==> config.mk <==
export PLATFORM = sky130hd
export DESIGN_NAME = sid_bus_if
export DESIGN_NICKNAME = d
export VERILOG_FILES = /design/src/rtl/sid_pkg.sv /design/src/rtl/sid_pad_sync.sv /design/src/rtl/sid_bus_if.sv
export SDC_FILE = /design/constraint.sdc
export NUM_CORES = 1
export LEC_CHECK = 0
export ABC_AREA = 1
export BUFFER_PORTS_ARGS = -buffer_cell sky130_fd_sc_hd__buf_2
export CAP_MARGIN = 20
export CORE_AREA = 2 2 111 113
export CTS_BUF_LIST = sky130_fd_sc_hd__clkbuf_16
export CTS_CLUSTER_SIZE = 30
export DETAILED_ROUTE_END_ITERATION = 8
export DIE_AREA = 0 0 113 115
export GPL_TIMING_DRIVEN = 0
export PLACE_DENSITY = 0.38
export SETUP_SLACK_MARGIN = 0.2
export SYNTH_ARGS = -nofsm -noshare
export SYNTH_HDL_FRONTEND = slang
export SYNTH_HIERARCHICAL = 1
export SYNTH_SLANG_ARGS = --single-unit
==> constraint.sdc <==
create_clock -name clk -period 3.9 [get_ports clk]
set_clock_uncertainty 0.1 [all_clocks]
set_input_delay 0.78 -clock clk [delete_from_list [all_inputs] [get_ports clk]]
set_output_delay 0.78 -clock clk [all_outputs]
set_load 0.01 [all_outputs]
==> src/rtl/sid_pkg.sv <==
// ----------------------------------------------------------------------------
// sid : shared types for the SID bus front end and core.
//   phase_t  : one-hot strobe vector, indexed by phase_e
//   phase_e  : strobe index constants PHI1_PHI2, PHI2, PHI2_PHI1, PHI1
//   reg8_t   : 8-bit register / data byte
//   bus_i_t  : per-PHI2-cycle bus snapshot {addr, data, we, oe, res}
// ----------------------------------------------------------------------------
package sid;

   localparam int ADDR_W = 5;
   localparam int DATA_W = 8;

   typedef logic [DATA_W-1:0] reg8_t;

   typedef logic [3:0] phase_t;

   typedef enum logic [1:0] {
      PHI1_PHI2 = 2'd0,
      PHI2      = 2'd1,
      PHI2_PHI1 = 2'd2,
      PHI1      = 2'd3
   } phase_e;

   typedef struct packed {
      logic [ADDR_W-1:0] addr;
      reg8_t             data;
      logic              we;
      logic              oe;
      logic              res;
   } bus_i_t;

   // One-hot strobe vector with only the bit for phase p set.
   function automatic phase_t phase_strobe(phase_e p);
      phase_t v;
      v    = '0;
      v[p] = 1'b1;
      return v;
   endfunction

endpackage

==> src/rtl/sid_pad_sync.sv <==
// ----------------------------------------------------------------------------
// sid_pad_sync : single-bit multi-flop synchroniser for a pad input.
//   clk    in  system clock
//   rst_n  in  async active-low reset; chain clears to RESET_VAL
//   d      in  asynchronous pad level
//   q      out level synchronised into clk (STAGES flops of latency)
// ----------------------------------------------------------------------------
module sid_pad_sync #(
   parameter int   STAGES    = 2,
   parameter logic RESET_VAL = 1'b0
) (
   input  logic clk,
   input  logic rst_n,
   input  logic d,
   output logic q
);

   logic [STAGES-1:0] chain_reg;

   always_ff @(posedge clk or negedge rst_n) begin
      if (!rst_n) begin
         chain_reg <= {STAGES{RESET_VAL}};
      end else begin
         chain_reg <= {chain_reg[STAGES-2:0], d};
      end
   end

   assign q = chain_reg[STAGES-1];

endmodule

==> src/rtl/sid_bus_if.sv <==
// ----------------------------------------------------------------------------
// sid_bus_if : 6510 bus pin front end for sid_core.
//   clk          in   system clock (>= 16x PHI2)
//   rst_n        in   async active-low reset
//   phi2_i       in   PHI2 pad
//   res_n_i      in   RES pad, active low
//   cs_n_i       in   CS pad, active low
//   rw_i         in   R/W pad, 1 = read
//   addr_i       in   A4..A0 pads
//   data_i       in   D7..D0 pads, input path
//   data_core_i  in   read data from sid_core
//   bus_o        out  bus snapshot, updated once per PHI2 cycle
//   cs_o         out  registered chip select, active high
//   phase_o      out  one-hot phase strobes, at most one per clk
//   data_o       out  D7..D0 pads, output path
//   data_oe      out  pad output enable
//   phi2_lost_o  out  PHI2 watchdog flag
// ----------------------------------------------------------------------------
module sid_bus_if
   import sid::*;
#(
   parameter int SYNC_STAGES = 2,
   parameter int SAMPLE_DLY  = 6,
   parameter int TIMEOUT     = 64
) (
   input  logic              clk,
   input  logic              rst_n,
   input  logic              phi2_i,
   input  logic              res_n_i,
   input  logic              cs_n_i,
   input  logic              rw_i,
   input  logic [ADDR_W-1:0] addr_i,
   input  reg8_t             data_i,
   input  reg8_t             data_core_i,
   output bus_i_t            bus_o,
   output logic              cs_o,
   output phase_t            phase_o,
   output reg8_t             data_o,
   output logic              data_oe,
   output logic              phi2_lost_o
);

   localparam int CNT_W = (SAMPLE_DLY < 1) ? 1 : $clog2(SAMPLE_DLY + 1);

   // FALL_PEND: a fall arrived while the PHI2 strobe is still owed or being
   // emitted; PHI2_PHI1 is deferred so the two strobes never coincide.
   typedef enum logic [2:0] {
      WAIT_RISE,
      HIGH,
      SAMPLED,
      FALL_PEND,
      LOW
   } state_t;

   // ------------------------------------------------------------------
   // Pad synchronisers
   // ------------------------------------------------------------------
   logic              phi2_s;
   logic              cs_n_s;
   logic              rw_s;
   logic              res_n_s;
   logic [ADDR_W-1:0] addr_s;
   reg8_t             data_s;

   sid_pad_sync #(.STAGES(SYNC_STAGES), .RESET_VAL(1'b0)) u_sync_phi2 (
      .clk(clk), .rst_n(rst_n), .d(phi2_i), .q(phi2_s));
   sid_pad_sync #(.STAGES(SYNC_STAGES), .RESET_VAL(1'b1)) u_sync_cs_n (
      .clk(clk), .rst_n(rst_n), .d(cs_n_i), .q(cs_n_s));
   sid_pad_sync #(.STAGES(SYNC_STAGES), .RESET_VAL(1'b1)) u_sync_rw (
      .clk(clk), .rst_n(rst_n), .d(rw_i), .q(rw_s));
   sid_pad_sync #(.STAGES(SYNC_STAGES), .RESET_VAL(1'b0)) u_sync_res_n (
      .clk(clk), .rst_n(rst_n), .d(res_n_i), .q(res_n_s));

   genvar gi;
   generate
      for (gi = 0; gi < ADDR_W; gi++) begin : g_addr_sync
         sid_pad_sync #(.STAGES(SYNC_STAGES), .RESET_VAL(1'b0)) u_sync (
            .clk(clk), .rst_n(rst_n), .d(addr_i[gi]), .q(addr_s[gi]));
      end
      for (gi = 0; gi < DATA_W; gi++) begin : g_data_sync
         sid_pad_sync #(.STAGES(SYNC_STAGES), .RESET_VAL(1'b0)) u_sync (
            .clk(clk), .rst_n(rst_n), .d(data_i[gi]), .q(data_s[gi]));
      end
   endgenerate

   // ------------------------------------------------------------------
   // Edge detect and watchdog
   // ------------------------------------------------------------------
   logic       phi2_d_reg;
   logic       rise;
   logic       fall;
   logic [6:0] wd_cnt_reg;
   logic       timeout;
   logic       lost_reg;

   assign rise = phi2_s & ~phi2_d_reg;
   assign fall = ~phi2_s & phi2_d_reg;

   // Fires exactly once per stall: the counter saturates past TIMEOUT-1.
   assign timeout = ~(rise | fall) && (wd_cnt_reg == 7'(TIMEOUT - 1));

   always_ff @(posedge clk or negedge rst_n) begin
      if (!rst_n) begin
         phi2_d_reg <= 1'b0;
         wd_cnt_reg <= '0;
         lost_reg   <= 1'b1;
      end else begin
         phi2_d_reg <= phi2_s;
         if (rise | fall) begin
            wd_cnt_reg <= '0;
         end else if (wd_cnt_reg != 7'h7F) begin
            wd_cnt_reg <= wd_cnt_reg + 7'd1;
         end
         if (rise) begin
            lost_reg <= 1'b0;
         end else if (timeout) begin
            lost_reg <= 1'b1;
         end
      end
   end

   // ------------------------------------------------------------------
   // Phase FSM
   // ------------------------------------------------------------------
   state_t             state_reg, state_next;
   logic [CNT_W-1:0]   cnt_reg, cnt_next;
   logic               pend_reg, pend_next;   // PHI2 strobe owed this clk
   phase_t             phase_reg, phase_next;
   logic               sample;
   logic               cnt_done;

   assign cnt_done = (cnt_reg == CNT_W'(SAMPLE_DLY));

   always_comb begin
      state_next = state_reg;
      cnt_next   = cnt_reg;
      pend_next  = 1'b0;
      phase_next = '0;
      sample     = 1'b0;

      if (pend_reg) begin
         phase_next = phase_strobe(PHI2);
      end

      case (state_reg)
         WAIT_RISE: begin
            if (rise) begin
               phase_next = phase_strobe(PHI1_PHI2);
               state_next = HIGH;
               cnt_next   = '0;
            end
         end
         HIGH: begin
            cnt_next = cnt_reg + 1'b1;
            if (fall) begin
               // Short high phase: sample now, strobes follow in order.
               sample     = 1'b1;
               pend_next  = 1'b1;
               state_next = FALL_PEND;
            end else if (cnt_done) begin
               sample     = 1'b1;
               pend_next  = 1'b1;
               state_next = SAMPLED;
            end
         end
         SAMPLED: begin
            if (fall) begin
               if (pend_reg) begin
                  state_next = FALL_PEND;
               end else begin
                  phase_next = phase_strobe(PHI2_PHI1);
                  state_next = LOW;
                  cnt_next   = '0;
               end
            end
         end
         FALL_PEND: begin
            if (!pend_reg) begin
               phase_next = phase_strobe(PHI2_PHI1);
               state_next = LOW;
               cnt_next   = '0;
            end
         end
         LOW: begin
            cnt_next = cnt_reg + 1'b1;
            if (rise) begin
               // Early rise: PHI1 is dropped, the new cycle starts at once.
               phase_next = phase_strobe(PHI1_PHI2);
               state_next = HIGH;
               cnt_next   = '0;
            end else if (cnt_done) begin
               phase_next = phase_strobe(PHI1);
               state_next = WAIT_RISE;
            end
         end
         default: begin
            state_next = WAIT_RISE;
         end
      endcase

      if (timeout) begin
         state_next = WAIT_RISE;
         cnt_next   = '0;
         pend_next  = 1'b0;
         phase_next = '0;
         sample     = 1'b0;
      end
   end

   always_ff @(posedge clk or negedge rst_n) begin
      if (!rst_n) begin
         state_reg <= WAIT_RISE;
         cnt_reg   <= '0;
         pend_reg  <= 1'b0;
         phase_reg <= '0;
      end else begin
         state_reg <= state_next;
         cnt_reg   <= cnt_next;
         pend_reg  <= pend_next;
         phase_reg <= phase_next;
      end
   end

   // ------------------------------------------------------------------
   // Bus snapshot and data pad
   // ------------------------------------------------------------------
   bus_i_t bus_reg;
   bus_i_t bus_sample;
   logic   cs_reg;
   logic   cs_now;
   reg8_t  dout_reg;
   logic   oe_reg, oe_next;

   always_comb begin
      cs_now          = ~cs_n_s;
      bus_sample      = '0;
      bus_sample.addr = addr_s;
      bus_sample.data = data_s;
      bus_sample.we   = cs_now & ~rw_s;
      bus_sample.oe   = cs_now & rw_s;
      bus_sample.res  = ~res_n_s;
   end

   // Drive only while PHI2 is still high: a short-phase read whose PHI2
   // strobe lands after the fall never turns the pad around.
   always_comb begin
      oe_next = oe_reg;
      if (timeout || fall || bus_reg.res) begin
         oe_next = 1'b0;
      end else if (pend_reg && (state_reg == SAMPLED) && bus_reg.oe) begin
         oe_next = 1'b1;
      end
   end

   always_ff @(posedge clk or negedge rst_n) begin
      if (!rst_n) begin
         bus_reg     <= '0;
         bus_reg.res <= 1'b1;
         cs_reg      <= 1'b0;
         dout_reg    <= '0;
         oe_reg      <= 1'b0;
      end else begin
         if (sample) begin
            bus_reg <= bus_sample;
            cs_reg  <= cs_now;
         end
         dout_reg <= data_core_i;
         oe_reg   <= oe_next;
      end
   end

   assign bus_o       = bus_reg;
   assign cs_o        = cs_reg;
   assign phase_o     = phase_reg;
   assign data_o      = dout_reg;
   assign data_oe     = oe_reg;
   assign phi2_lost_o = lost_reg;

endmodule
==> metrics.csv, run 1 <==
stage;metric;value;unit
place;gp_congestion;0.795;
clock_tree;post_cts_resized;0;
routing;drtPass1Iterations;6;
routing;first_iter_violations;106;
die;rows;40;
critical_path;cp.required;3.02;ns
clock_tree;clkLatencyLatePin;0.33;ns
synthesis;syn-num-nets;283;
sta;fin_crit;1.92;ns
synthesis;yosysUniqueCellTypes;30;
synthesis;syn_area_per_cell;11.4;sq um
global_routing;gr-total-overflow;0;
synthesis;yosys.area_share.simple;18.2;%
synthesis;syn_inst;251;
min_path;hold_class;reg2reg;
die;initial_core_util;24.3;%
status;status;finished with violations;
clock_tree;clk_pin_slew;0.06;ns
status;violations;DRC;
routing;vias_per_cell;3.99;
synthesis;synth-compound-area-share;4.23;%
sta;slew_headroom;66.0;%
pwr;powerDensity;648;mW/mm^2
global_routing;grt_max_degree;43;
critical_path;arrival;1.04;ns
clock_tree;cts_root_buffer;clkbuf_16;
sta;fin_tns_setup;0;ns
place;port_buffers;57;
clock_tree;cts_tree;done;
sta;max_slew.worst_pin.slew;0.511;ns
sta;setup_viol;0;
synthesis;synth_xor_area_share;0.611;%
global_routing;grt_pass1_wl;9.24;mm
synthesis;synth_top_family_by_area;simple AND/OR/NAND/NOR gates;
routing;routed_wirelength;5.51;mm
sta;fmax;522;MHz
sta;finalHoldViolCount;0;
sta;drv_slew;0;
routing;wl_per_cell;11.7;um
critical_path;start_kind;flop;
synthesis;yosysWarnings;6;
run;cap_violations;0;
synthesis;synthArstFlopShare;100;%
synthesis;synthFlopType;dfrtp_1;
cells_and_area;num_antenna_cells;0;
clock_tree;cts_hold_buf;0;
global_routing;track_usage;9.33;%
routing;remaining_drc_errors;1;
clock_tree;h-tree-depth;3;
cells_and_area;layout-drive-gt1-share;29.5;%
sta;rsz0062_at_grt;no;
cells_and_area;area_delta_synth_final;26.9;%
critical_path;crit_slowest_cell;dfstp_2;
critical_path;timing.setup.critical_path_class;reg2out;
die;die_area;0.0130;sq mm
critical_path;crit_buf_inv;1;
synthesis;synth.mux.area_fraction;0;%
clock_tree;cts_buffers;9;
clock_tree;post_cts_buffers;0;
clock_tree;clockBufferDepth;2;
critical_path;max_stage_delay;0.57;ns
pwr;leakage;1.88;nW
global_routing;grt_pass1_vias;1899;
clock_tree;cts.sinks;80;
global_routing;grt_antenna_before_repair;0;
routing;vias;1881;
sta;worst_hold_slack;0.246;ns
die;core;0.0118;sq mm
synthesis;ys_seq_area_share;70.1;%
synthesis;synthAdderAreaFrac;2.18;%
die;die_height;115;um
critical_path;critical_path.cell_chain;buf_2;
sta;finalCritPeriodShare;49.1;%
place;dp_hpwl;3.75;mm
critical_path;critical-path-top-delay-family;flip-flops;
die;die_x;113;um
synthesis;synth_edf_count;0;
critical_path;path_max_fanout;3;
synthesis;synth_seq_cells;80;
critical_path;end_kind;primary output;
die;io_pins;58;
pwr;ir_drop;272;uV
routing;ant_nets;0;
synthesis;syn_area;0.00287;sq mm
cells_and_area;finalNetCount;352;
layout by cell type (no fill, tap or decap), drive strengths merged:
| master | synthesis | layout |
|---|---|---|
| clkbuf | 0 | 9 |
| nand4 | 5 | 5 |
| dfrtp | 74 | 74 |
| nand3 | 21 | 21 |
| nor2 | 17 | 17 |
| o21ai | 9 | 9 |
| a21oi | 4 | 4 |
| clkinv | 0 | 3 |
| a21boi | 1 | 1 |
| clkinvlp | 0 | 1 |
| inv | 22 | 25 |
| dfstp | 6 | 6 |
| a31oi | 2 | 2 |
| nand2 | 73 | 73 |
| xnor2 | 1 | 1 |
| a211oi | 1 | 1 |
| a22oi | 1 | 1 |
| o21bai | 1 | 1 |
| ha | 5 | 5 |
| o211a | 1 | 1 |
| xor2 | 1 | 1 |
| buf | 6 | 64 |
layout make-up:
class | count | area [sq um]
Timing Repair Buffer | 58 | 315
Tap cell | 147 | 184
Clock inverter | 7 | 47.5
Sequential cell | 80 | 2010
Multi-Input combinational cell | 143 | 723
Inverter | 22 | 85.1
Buffer | 6 | 48.8
Fill cell | 1246 | 8170
Clock buffer | 9 | 225
where the power goes:
group | total (W) | internal (W) | switching [W]
Combinational | 0.000525 | 0.000208 | 0.000317
Clock | 0.000768 | 0.000432 | 0.000337
Sequential | 0.00106 | 0.000974 | 0.0000898
path summary, 6_finish.rpt:
check,start,to,slack [ns],depth (start not counted)
max,bus_o[0]$_DFFE_PN1P_,bus_o[0],1.98,1
min,g_data_sync[2].u_sync/chain_reg[0]$_DFF_PN0_,g_data_sync[2].u_sync/chain_reg[1]$_DFF_PN0_,0.25,0
max reg2reg,u_sync_phi2/chain_reg[1]$_DFF_PN0_,bus_o[15]$_DFFE_PN0P_,2.18,9
min reg2reg,g_data_sync[2].u_sync/chain_reg[0]$_DFF_PN0_,g_data_sync[2].u_sync/chain_reg[1]$_DFF_PN0_,0.25,0
max in group asynchronous,rst_n,phi2_lost_o$_DFFE_PN1P_,2.75,2
min in group asynchronous,rst_n,data_o[6]$_DFF_PN0_,0.32,1
Yosys cell counts, types with 2 or more instances:
| master | instances | area [sq um] |
|---|---|---|
| buf_6 | 3 | 33.8 |
| dfrtp_1 | 74 | 1850 |
| inv_1 | 20 | 75.1 |
| nand4_1 | 5 | 31.3 |
| nor2_4 | 2 | 22.5 |
| nand2_1 | 71 | 267 |
| o21ai_1 | 7 | 35.0 |
| buf_2 | 3 | 15.0 |
| a31oi_1 | 2 | 12.5 |
| ha_1 | 5 | 62.6 |
| nand3_1 | 19 | 95.1 |
| o21ai_0 | 2 | 10.0 |
| a21oi_1 | 3 | 15.0 |
| nor2_1 | 13 | 48.8 |
| dfstp_2 | 6 | 158 |
| nor2_2 | 2 | 12.5 |
kinds of logic (layout without fill, tap and decap cells):
kind of cell,after synthesis,count (layout)
DFF,80,80
buffers and inverters,28,102
xor gates and xnor gates,2,2
adders and majority gates,5,5
and+or+nand+nor,116,116
AOI/OAI and AO/OA,20,20
layer usage:
layer  GRT usage, %  part of all wire [%]  wire (um)  vias up
met1           11.9                    48       2650      885
met2           14.0                    45       2490       44
met3           2.42                   4.6        255       11
li1               -                     -          -      941
met5              0                     0          0        -
met4           6.34                   2.2        122        0
through the flow:
stage               instances  util [%]  power (W)  worst slack (ns)  area [sq um]
detailed placement        456      28.5    0.00162              2.16          3370
finish                    472      30.8    0.00236              1.98          3640
global placement          455      28.2    0.00161              1.27          3340
CTS                       472      30.8    0.00241              1.95          3640
global route              472      30.8    0.00251              1.95          3640
floorplan                 251         -    0.00140              2.38          2870
Note: power is estimated with default switching activity, not from simulation.
==> run 2, diff against run 1 <==
Clock period 3.9 ns to 1.9 ns, I/O delays scaled along.
==> run 2 against run 1 <==
The run still ends with DRC left. Utilization up 1.0 points. Final area up 3.3%. Routed wire length increased by 2.9%. Global-route usage is essentially flat. Hold slack got worse by 0.20 ns. Clock power rose by 110%. Combinational power is 120% higher. Non-clock buffer count increased by 6. Worst setup slack worse by 1.7 ns. Largest power group unchanged.
==> metrics.csv, run 2 (synthesized netlist as in run 1, its figures left out) <==
stage;metric;value;unit
routing;first_iter_violations;110;
cells_and_area;multi_input_area;761;sq um
clock_tree;cts_tree;done;
global_routing;grt_pass1_vias;1904;
place;gp_congestion;0.795;
clock_tree;clk_pin_slew;0.06;ns
global_routing;grt_antenna_before_repair;0;
clock_tree;clockBufferDepth;2;
routing;wl_per_cell;11.9;um
clock_tree;clkLatencyLatePin;0.33;ns
global_routing;grt_pass1_wl;9.29;mm
sta;worst_hold_slack;0.0441;ns
sta;finalHoldViolCount;0;
die;core;0.0118;sq mm
clock_tree;h-tree-depth;3;
critical_path;path_max_fanout;7;
critical_path;arrival;1.75;ns
sta;fin_crit;1.62;ns
cells_and_area;regArea;0.00201;sq mm
global_routing;gr-total-overflow;0;
global_routing;grt_max_degree;43;
cells_and_area;area_delta_synth_final;31.2;%
sta;fmax;616;MHz
sta;setup_viol;0;
sta;finalCritPeriodShare;85.4;%
critical_path;timing.rr.end;bus_o[13]$_DFFE_PN0P_;
routing;remaining_drc_errors;1;
die;rows;40;
pwr;powerDensity;1300;mW/mm^2
pwr;leakage;1.92;nW
die;io_pins;58;
critical_path;start_kind;flop;
routing;vias_per_cell;4.00;
die;die_area;0.0130;sq mm
die;initial_core_util;24.3;%
run;cap_violations;0;
min_path;hold_class;in2reg;
sta;drv_slew;0;
routing;routed_wirelength;5.67;mm
die;die_height;115;um
cells_and_area;final_common_cell;dfrtp_1;
critical_path;r2r_setup_slack;0.28;ns
sta;max_slew.worst_pin.slew;0.508;ns
cells_and_area;layout-drive-gt1-share;33.2;%
cells_and_area;finalNetCount;358;
status;status;finished with violations;
cells_and_area;mostFrequentLayoutCells;dfrtp_1, nand2_1, buf_2;
routing;drtPass1Iterations;6;
global_routing;track_usage;9.37;%
routing;ant_nets;0;
pwr;power;0.00490;W
place;dp_hpwl;3.75;mm
pwr;ir_drop;558;uV
critical_path;worstReg2RegStart;u_sync_phi2/chain_reg[1]$_DFF_PN0_;
clock_tree;cts_buffers;9;
min_path;hold_depth;1;
cells_and_area;num_antenna_cells;0;
min_path;min-delay-start;cs_n_i;
place;port_buffers;57;
min_path;hold_end;u_sync_cs_n/chain_reg[0]$_DFF_PN1_;
clock_tree;cts_root_buffer;clkbuf_16;
die;die_x;113;um
critical_path;end_kind;flop;
critical_path;cp.required;2.02;ns
sta;rsz0062_at_grt;yes;
clock_tree;cts.sinks;80;
critical_path;r2r_cells;9;
critical_path;timing.setup.critical_path_class;reg2reg;
sta;slew_headroom;66.1;%
status;violations;DRC;
cells_and_area;fillers;1238;
routing;vias;1911;
## run 2: critical path: stages, from the launching register on
cell and delay (ns):
dfrtp_1 0.38, inv_1 0.06, ha_2 0.31, buf_6 0.10
nand3_4 0.12, nand2_4 0.15, inv_8 0.06, clkbuf_16 0.15
nand2_2 0.04, nand2_1 0.04
## run 2: routing by layer
layer | share of wire (%) | global-route usage [%] | up-vias
li1 | - | - | 956
met1 | 48 | 11.9 | 902
met2 | 45 | 14.1 | 42
met3 | 4.3 | 2.42 | 11
met4 | 2.1 | 6.34 | 0
met5 | 0 | 0 | -
## run 2: worst max path at each step
| stage | startpoint | to | slack (ns) | cells after the start |
|---|---|---|---|---|
| after detailed placement | u_sync_phi2/chain_reg[1]$_DFF_PN0_ | bus_o[14]$_DFFE_PN0P_ | 0.16 | 9 |
| after floorplan | u_sync_phi2/chain_reg[1]$_DFF_PN0_ | bus_o[10]$_DFFE_PN0P_ | 0.38 | 9 |
| after CTS | u_sync_phi2/chain_reg[1]$_DFF_PN0_ | bus_o[10]$_DFFE_PN0P_ | 0.21 | 9 |
| final | u_sync_phi2/chain_reg[1]$_DFF_PN0_ | bus_o[13]$_DFFE_PN0P_ | 0.28 | 9 |
| after global placement | rst_n | bus_o[7]$_DFFE_PN0P_ | -0.33 | 1 |
| after global routing | phi2_d_reg$_DFF_PN0_ | cnt_reg[0]$_DFFE_PN0P_ | 0.18 | 9 |
## run 2: stage by stage
stage                     setup WS (ns)  instance area, sq um  TNS, ns  cells  util [%]
final                             0.277                  3760        0    478      31.8
after global routing              0.175                  3760        0    478      31.8
after CTS                         0.214                  3650        0    473      30.9
after detailed placement          0.163                  3370        0    456      28.5
after global placement           -0.327                  3340   -23.76    455      28.2
after floorplan                   0.385                  2870        0    251         -
## run 2: report_power, final
group	switching [W]	internal (W)	leakage (nW)	total, W
clock	0.000690	0.000886	0.137	0.00158
combinational	0.000670	0.000462	0.804	0.00113
sequential	0.000191	0.00200	0.974	0.00219
## run 2: area by class of cell
type / instances / share of cell area, %
flip-flops and latches: 80 / 53.5
multi-input cells: 143 / 20.2
repair buffers: 64 / 10.1
clock buffers: 9 / 5.99
well taps: 147 / 4.89
inverters: 22 / 2.40
plain buffers: 6 / 1.63
clock inverters: 7 / 1.26
## run 2: what timing repair did
action / in CTS / in global routing
cloned: 0 / 1
hold buffers: 1 / 0
setup buffers: 0 / 4
setup endpoints to repair: 11 / 31
endpoints found under the hold margin: 34 / 0
resized for setup: 1 / 16
pin swaps: 0 / 4
==> run 3, diff against run 2 <==
Settings changed: CORE_AREA 2 2 111 113 to 2 2 112 114, DIE_AREA 0 0 113 115 to 0 0 114 116, RECOVER_POWER set to 100, SYNTH_HIERARCHICAL 1 to unset.
==> run 3 against run 2 <==
The run now ends clean. Highest routed layer unchanged. Largest power group unchanged. Clock power is 15% higher. Utilization is 0.23 points lower. Maximum frequency is 1.2% lower. Routed wire length is 1.0% lower. Worst setup slack worse by 0.020 ns. Clock-buffer cell count stayed put. Final cell count is 0.63% higher. Combinational power is 4% lower. Final area is 0.13% higher. Via count is 0.47% lower. First-iteration DRC count is 33% lower.
==> metrics.csv, run 3 <==
stage;metric;value;unit
clock_tree;h-tree-depth;3;
sta;finalHoldViolCount;0;
cells_and_area;area_delta_synth_final;27.7;%
global_routing;grtUsageMet3;2.88;%
synthesis;synth_top_area_share;62.8;%
sta;fin_crit;1.64;ns
sta;fin_tns_setup;0;ns
global_routing;grt_max_degree;45;
clock_tree;cts_root_buffer;clkbuf_16;
min_path;hold_end;u_sync_cs_n.chain_reg[0]$_DFF_PN1_;
critical_path;timing.setup.critical_path_class;reg2reg;
run;cap_violations;0;
min_path;hold_depth;1;
cells_and_area;finalNetCount;361;
global_routing;track_usage;9.54;%
die;die_x;114;um
synthesis;syn-num-nets;287;
sta;setup_viol;0;
die;core;0.0119;sq mm
global_routing;grt_util_met2;14.1;%
synthesis;post-synth-top-count-cell;dfrtp_1;
global_routing;grt_pass1_vias;1942;
sta;finalCritPeriodShare;86.5;%
clock_tree;clockBufferDepth;2;
synthesis;syn_area_per_cell;11.6;sq um
place;dp_hpwl;3.82;mm
sta;slew_headroom;65.9;%
sta;max_slew.worst_pin.slew;0.512;ns
cells_and_area;mostFrequentLayoutCells;dfrtp_1, nand2_1, clkbuf_1;
die;io_pins;58;
synthesis;yosys-top-cells-area;dfrtp_1, nand2_1, dfstp_2;
min_path;hold_class;in2reg;
synthesis;synth_seq_cells;80;
cells_and_area;num_antenna_cells;0;
routing;vias;1902;
sta;drv_slew;0;
global_routing;grt_antenna_before_repair;0;
synthesis;synthFlopType;dfrtp_1;
cells_and_area;layout-drive-gt1-share;24.9;%
routing;routed_wirelength;5.61;mm
critical_path;cp.required;2.02;ns
synthesis;ys_seq_area_share;68.1;%
global_routing;busiest_layer;met2;
die;die_height;116;um
status;status;finished, final reports clean;
pwr;powerDensity;1350;mW/mm^2
global_routing;grtUsageMet1;12.5;%
sta;rsz0062_at_grt;no;
synthesis;synthArstFlopShare;100;%
sta;fmax;609;MHz
die;rows;40;
routing;vias_per_cell;3.95;
critical_path;timing.rr.end;state_reg[1]$_DFFE_PN0P_;
critical_path;r2r_setup_slack;0.26;ns
routing;first_iter_violations;74;
critical_path;worstReg2RegStart;wd_cnt_reg[0]$_DFFE_PN0P_;
routing;drtPass1Iterations;4;
clock_tree;cts_tree;done;
pwr;leakage;1.80;nW
critical_path;arrival;1.76;ns
synthesis;synth_edf_count;0;
critical_path;path_max_fanout;7;
synthesis;yosysWarnings;0;
synthesis;yosys.area.top_type;dfrtp_1;
min_path;min-delay-start;cs_n_i;
sta;worst_hold_slack;0.0474;ns
synthesis;synthTopCellsByCount;dfrtp_1, nand2_1, inv_1;
die;die_area;0.0132;sq mm
critical_path;r2r_cells;9;
cells_and_area;final_common_cell;dfrtp_1;
die;initial_core_util;24.8;%
clock_tree;clkLatencyLatePin;0.33;ns
routing;wl_per_cell;11.7;um
pwr;ir_drop;355;uV
clock_tree;cts.sinks;80;
routing;remaining_drc_errors;0;
cells_and_area;fillers;1266;
clock_tree;clk_pin_slew;0.06;ns
critical_path;end_kind;flop;
routing;ant_nets;0;
global_routing;grt_pass1_wl;9.63;mm
synthesis;yosysUniqueCellTypes;26;
synthesis;syn_area;0.00295;sq mm
place;gp_congestion;0.766;
place;port_buffers;57;
clock_tree;cts_buffers;9;
critical_path;startpoint;wd_cnt_reg[0]$_DFFE_PN0P_;
critical_path;start_kind;flop;
global_routing;gr-total-overflow;0;
synthesis;syn_inst;255;
## run 3: changes by cell type after synthesis, sizes merged, moves of 2 or more
cell and delta:
a21oi +3, nand3 -2, nor3 +3, o21ai +2
## run 3: how the worst max path moves through the flow
| stage | cells past startpoint | end | slack (ns) |
|---|---|---|---|
| 6_report | 9 | state_reg[1]$_DFFE_PN0P_ | 0.26 |
| 5_1_grt | 9 | bus_o[12]$_DFFE_PN0P_ | 0.12 |
| 4_1_cts | 10 | bus_o[14]$_DFFE_PN0P_ | 0.22 |
| 3_5_place_dp | 10 | bus_o[12]$_DFFE_PN0P_ | 0.02 |
| 3_3_place_gp | 1 | g_data_sync[7].u_sync.chain_reg[0]$_DFF_PN0_ | -0.40 |
| 2_1_floorplan | 10 | bus_o[2]$_DFFE_PN0P_ | 0.27 |
## run 3: repair_timing
item | in CTS | in global routing
setup buffers | 1 | 3
gates resized for setup | 3 | 5
pin swaps | 0 | 2
setup endpoints to repair | 26 | 16
cloned | 0 | 0
endpoints found under the hold margin | 35 | 0
hold buffers | 1 | 0
## run 3: metal layers
metal  vias to the layer above  wire (um)
met3                         9        227
met5                         -          0
met4                         0        127
li1                        957          -
met2                        36       2540
met1                       900       2710
## run 3: logic make-up after synthesis
kind of cell	after synthesis	share of synthesized area, %
XOR/XNOR	2	0.594
AND/OR/NAND/NOR	119	20.1
flip-flops	80	68.1
buffers and inverters	28	4.96
adder cells (fa/ha/maj)	5	2.12
AO/OA/AOI/OAI	21	4.12
## run 3: worst max-delay path, stage by stage, from the launching register on
cell and delay (ns):
dfrtp_1 0.37, ha_1 0.22, nand3_1 0.16, nor2_4 0.16, nand2_4 0.11, clkbuf_4 0.15
nand3_1 0.05, o21ai_0 0.09, inv_1 0.07, nand2_1 0.05
## run 3: per-stage QoR
stage	total power, W	instances	setup WS (ns)	util [%]	instance area, sq um
2_1_floorplan	0.00295	255	0.272	-	2950
3_3_place_gp	0.00338	459	-0.396	28.7	3420
3_5_place_dp	0.00339	460	0.0186	28.9	3450
4_1_cts	0.00526	478	0.220	31.9	3790
5_1_grt	0.00545	481	0.118	31.6	3760
6_report	0.00509	481	0.257	31.6	3760
## run 3: final cells by class
class                   instances  area (sq um)  share of cell area (%)
plain buffers                   5          55.1                    1.46
clock buffers                   9           225                    5.98
clock inverters                 7          88.8                    2.36
inverters                      23          91.3                    2.43
multi-input cells             147           793                    21.1
flip-flops and latches         80          2010                    53.4
well taps                     147           184                    4.89
repair buffers                 63           318                    8.44
## run 3: power breakdown
part           switching, W  leakage [nW]  internal, W
clock network      0.000665         0.154      0.00114
logic              0.000671         0.676     0.000421
registers          0.000196         0.974      0.00200
total               0.00153          1.80      0.00356
